**config.mk**
```make
export PLATFORM = sky130hd
export DESIGN_NAME = mult_unit
export DESIGN_NICKNAME = d
export VERILOG_FILES = /design/src/rtl/mult_unit_pkg.sv /design/src/rtl/mult_unit.sv
export SDC_FILE = /design/constraint.sdc
export NUM_CORES = 1
export LEC_CHECK = 0
export ABC_CLOCK_PERIOD_IN_PS = 4800
export BUFFER_PORTS_ARGS = -buffer_cell sky130_fd_sc_hd__buf_2
export CELL_PAD_IN_SITES_DETAIL_PLACEMENT = 1
export CELL_PAD_IN_SITES_GLOBAL_PLACEMENT = 1
export CORE_ASPECT_RATIO = 0.7
export CORE_MARGIN = 4
export CORE_UTILIZATION = 41
export DETAILED_ROUTE_END_ITERATION = 10
export PLACE_DENSITY_LB_ADDON = 0.1
export SETUP_SLACK_MARGIN = 0.2
export SLEW_MARGIN = 20
export SYNTH_ARGS = -nofsm -noshare
export SYNTH_HDL_FRONTEND = slang
export SYNTH_SLANG_ARGS = --single-unit
```
**constraint.sdc**
```tcl
create_clock -name i_clk -period 4.8 [get_ports i_clk]
set_input_delay 0.24 -clock i_clk [delete_from_list [all_inputs] [get_ports i_clk]]
set_output_delay 0.24 -clock i_clk [all_outputs]
set_load 0.005 [all_outputs]
```
**src/rtl/mult_unit_pkg.sv**
```systemverilog
// Shared multiply definitions: FSM states, iteration count, and the func codes
// that the decode stage maps onto i_signed.
package mult_unit_pkg;

  typedef enum logic [1:0] {
    S_IDLE = 2'd0,
    S_CALC = 2'd1,
    S_DONE = 2'd2
  } mult_state_e;

  localparam int unsigned MULT_CYCLES = 32;

  localparam logic [5:0] FUNC_MULT  = 6'h18;
  localparam logic [5:0] FUNC_MULTU = 6'h19;
  localparam logic [5:0] FUNC_MADD  = 6'h00;
  localparam logic [5:0] FUNC_MADDU = 6'h01;
  localparam logic [5:0] FUNC_MSUB  = 6'h04;
  localparam logic [5:0] FUNC_MSUBU = 6'h05;

  // Helper for the decode stage: which func codes use two's-complement operands.
  function automatic logic func_is_signed(input logic [5:0] func);
    return (func == FUNC_MULT) || (func == FUNC_MADD) || (func == FUNC_MSUB);
  endfunction

  function automatic logic func_is_unsigned(input logic [5:0] func);
    return (func == FUNC_MULTU) || (func == FUNC_MADDU) || (func == FUNC_MSUBU);
  endfunction

  // Operand magnitude; 0x80000000 maps to 2^31 as an unsigned 32-bit value.
  function automatic logic [31:0] mag32(input logic [31:0] v, input logic is_signed);
    return (is_signed && v[31]) ? (~v + 32'd1) : v;
  endfunction

endpackage

```
**src/rtl/mult_unit.sv**
```systemverilog
// Iterative 32x32 -> 64 radix-2 shift-add multiplier with fixed 32-cycle latency,
// cancel/flush support and back-to-back issue from the DONE state.
module mult_unit
  import mult_unit_pkg::*;
(
  input  logic        i_clk,
  input  logic        i_rst,
  input  logic        i_start,
  input  logic        i_signed,
  input  logic [31:0] i_op_a,
  input  logic [31:0] i_op_b,
  input  logic        i_cancel,
  output logic        o_busy,
  output logic        o_done,
  output logic [31:0] o_result_hi,
  output logic [31:0] o_result_lo
);

  mult_state_e state_q;
  logic [5:0]  cnt_q;
  logic [63:0] acc_q;
  logic [63:0] mcand_q;
  logic [31:0] mplier_q;
  logic        sign_q;
  logic        busy_q;
  logic        done_q;
  logic [63:0] result_q;

  logic [31:0] mag_a_d;
  logic [31:0] mag_b_d;
  logic        sign_d;
  logic [63:0] acc_d;
  logic [63:0] prod_d;
  logic        last_iter;

  assign mag_a_d   = mag32(i_op_a, i_signed);
  assign mag_b_d   = mag32(i_op_b, i_signed);
  assign sign_d    = i_signed & (i_op_a[31] ^ i_op_b[31]);
  assign acc_d     = acc_q + (mplier_q[0] ? mcand_q : '0);
  assign prod_d    = sign_q ? (~acc_d + 64'd1) : acc_d;
  assign last_iter = (cnt_q == 6'(MULT_CYCLES - 1));

  always_ff @(posedge i_clk) begin
    if (i_rst) begin
      state_q  <= S_IDLE;
      cnt_q    <= '0;
      acc_q    <= '0;
      mcand_q  <= '0;
      mplier_q <= '0;
      sign_q   <= 1'b0;
      busy_q   <= 1'b0;
      done_q   <= 1'b0;
      result_q <= '0;
    end else begin
      case (state_q)
        S_CALC: begin
          if (i_cancel) begin
            state_q <= S_IDLE;
            busy_q  <= 1'b0;
          end else begin
            acc_q    <= acc_d;
            mcand_q  <= mcand_q << 1;
            mplier_q <= mplier_q >> 1;
            cnt_q    <= cnt_q + 6'd1;
            if (last_iter) begin
              result_q <= prod_d;
              cnt_q    <= '0;
              state_q  <= S_DONE;
              busy_q   <= 1'b0;
              done_q   <= 1'b1;
            end
          end
        end
        default: begin
          // IDLE and DONE share the accept path, giving back-to-back issue from DONE.
          done_q <= 1'b0;
          busy_q <= 1'b0;
          state_q <= S_IDLE;
          if (i_start && !i_cancel) begin
            state_q  <= S_CALC;
            busy_q   <= 1'b1;
            cnt_q    <= '0;
            acc_q    <= '0;
            mcand_q  <= {32'h0, mag_a_d};
            mplier_q <= mag_b_d;
            sign_q   <= sign_d;
          end
        end
      endcase
    end
  end

  assign o_busy      = busy_q;
  assign o_done      = done_q;
  assign o_result_hi = result_q[63:32];
  assign o_result_lo = result_q[31:0];

endmodule

```
==> impl_results.md <==
* Yosys warning total at 0
* GRT Residual Overflow at 0
* PwrDens at 213 mW/mm²
* Core area at 0.0389 mm²
* Commonest non-fill, non-tap cell in the layout: nor2_1
* R2R cell count at 18
* Hold_ws at 0.0304 ns
* Tightest Pin Transition at 1.09 ns
* HPWL after DPL at 53.6 mm
* # H-tree levels at 1
* Final nets at 2744
* Vias per Instance at 5.92
* Status: finished with violations
* Clk_skew at 0.0171 ns
* Synth area leaders: dfxtp_1, nor2_1, a21oi_1
* Share of layout cells above drive strength 1 at 0.285
* Hold Path Class: primary input to flip-flop
* First-pass GRT wire length at 108 mm
* Root buf cell: clkbuf_16
* Initial antenna violation count at 4
* Die height at 175 µm
* Clock Path Buffers at 3
* Cell count after synthesis at 2208
* Initial Utilization at 0.420
* Violated checks: setup timing
* DRC at 0
* Die X at 247 µm
* EDFF count, synth at 0
* Commonest cells after routing, fill and taps aside: nor2_1, buf_4, dfxtp_1
* P&R area growth vs syn at 34.9%
* Leakage power total at 9.35 nW
* Yosys top cell area share at 0.287
* Final period util at 1.01
* Final WS setup at -0.0293 ns
* Peak VDD IR at 0.269 mV
* CTS buffer count at 25
* First-pass iteration count of the detailed router at 5
* IO Pins at 135
* Worst EP arrival at 5.29 ns
* Post-Syn Area at 0.0163 mm²
* Hold path depth at 3
* Largest net degree at the start of global routing at 116
* # port buffers at 134
* Clk Latency, worst-skew pair at 0.58 ns
* Avg Cell Area, Syn at 7.40 µm²
* Synth Net Count at 2345
* Crit start category: flip-flop
* Fin. Hold Viols at 0
* Unrepaired setup endpoints after global routing: true
* Top_reg_cell synth: dfxtp_1
* Slew Limit Headroom at 0.269
* Max Fclk at 0.207 GHz
* Wire length per cell at 22.3 µm
* Final setup viols at 1
* Finished layout cell area at 0.0221 mm²
* Critical Path End Type: flip-flop
* Post-Route WL at 70.3 mm
* Max-cap violation count at 0
* Cell Area, Placed at 0.0200 mm²
* Post-synth cell types at 83
* Rows at 60
* Worst endpoint required time at 5.26 ns
* Clock sinks at 234
* Clk slew on worst S/H paths at 0.07 ns
* Placer Congestion at 0.977
* Vias in the first global route at 18800
* CTS tree: done
* Worst Path Class, Setup: flip-flop to flip-flop
* Die footprint at 0.0432 mm²
* Asr flop ratio synth at 0
* CP Max Fanout at 28
* Total track usage at 0.312
* FILL cells at 4833
* Yosys top cell by area: dfxtp_1
* Vias at 18700
* Flops & latches, synth at 234
* Fin. max-slew vios at 0
* Final Critical Period at 4.83 ns
* Register area share after synthesis at 0.287
* Final ANT Viol Nets at 0
* Initial DRC Count at 1426
cell type report:
class | instances | area [µm²] | share of cell area
Antenna cell | 2 | 5.00 | 0.000227
Clock buffer | 32 | 692 | 0.0314
Clock inverter | 13 | 145 | 0.00658
Inverter | 30 | 115 | 0.00522
Multi-Input combinational cell | 1797 | 12100 | 0.547
Sequential cell | 234 | 4690 | 0.213
Tap cell | 527 | 659 | 0.0299
Timing Repair Buffer | 519 | 3690 | 0.167
cell families after synthesis:
group	share of synthesized area
compound gates	0.287
xor+xnor	0.0766
fa+ha+maj	0.0525
mux	0.00367
simple gates	0.252
flops	0.287
buf+inv	0.0419
state kept, by name (all words and copies together), names as in the netlist:
name / flops
mplier_q: 32
o_done: 1
acc_q: 64
state_q: 2
cnt_q: 6
mcand_q: 64
result_q: 64
sign_q: 1
per-stage QoR:
stage | utilization | instances | setup slack, ns | setup TNS, ns | power [mW]
2_1_floorplan | - | 2208 | 0.0942 | 0 | 2.35
3_3_place_gp | 0.514 | 3080 | -0.275 | -3.17 | 2.58
3_5_place_dp | 0.514 | 3080 | -0.333 | -4.15 | 2.60
4_1_cts | 0.552 | 3141 | 0.0153 | 0 | 4.68
5_1_grt | 0.567 | 3153 | -0.122 | -0.973 | 4.87
6_report | 0.567 | 3154 | -0.0293 | -0.0293 | 4.69
repair_timing:
item,CTS,global route
setup endpoints to repair,32,36
buffers inserted,15,11
hold buffers,1,0
gates resized for setup,120,95
pin swaps,38,55
hold endpoints to repair,1,0
power breakdown:
group / switching, mW / total, mW / internal (mW) / leakage [nW]
clock network: 0.905 / 2.04 / 1.14 / 0.407
logic: 0.398 / 0.639 / 0.241 / 7.05
registers: 0.0321 / 2.01 / 1.98 / 1.89
total: 1.33 / 4.69 / 3.35 / 9.35
synthesized netlist by cell type (all sizes together), types with 11 or more instances:
master and instances:
nor2 399, dfxtp 234, a21oi 200, nand2 148
clkbuf 129, o21ai 122, a211oi 109, a22oi 93
xor2 88, and2 80, ha 67, xnor2 55
nor3 47, nand4 33, inv 30, o31ai 28
nand3 27, nor4 23, or3 22, a21o 20
nand2b 19, a311oi 18, buf 18, o21a 16
or4 16, o211ai 14, a31oi 13, o41ai 12
and3 11
path summary, 6_finish.rpt:
| kind | from | endpoint | slack (ns) |
|---|---|---|---|
| setup / recovery | mplier_q[0] | result_q[59] | -0.03 |
| setup reg to reg | mplier_q[0] | result_q[59] | -0.03 |
| hold / removal | i_signed | sign_q | 0.03 |
| hold reg to reg | acc_q[57] | acc_q[57] | 0.46 |
worst max-delay path: stages (launching register included):
cell and delay [ns]:
dfxtp_2 0.34, buf_12 0.16, buf_12 0.15, and2_1 0.14, ha_1 0.35, buf_4 0.20, nand2_1 0.09, nor2_2 0.16
nand3_1 0.14, a311oi_4 0.43, nor2_4 0.08, xnor2_2 0.15, or4_4 0.54, or4b_4 0.58, or3_4 0.40, buf_8 0.16
o31a_1 0.23, o211a_1 0.20, o211a_1 0.21
layer usage:
layer | up-vias | wire [µm] | GRT usage
met3 | 58 | 5160 | 0.0588
met1 | 9238 | 33900 | 0.467
met2 | 511 | 30000 | 0.464
met5 | - | 9 | 0
met4 | 2 | 1240 | 0.0650
li1 | 8852 | - | -
Power figures use the tool's default switching activity.
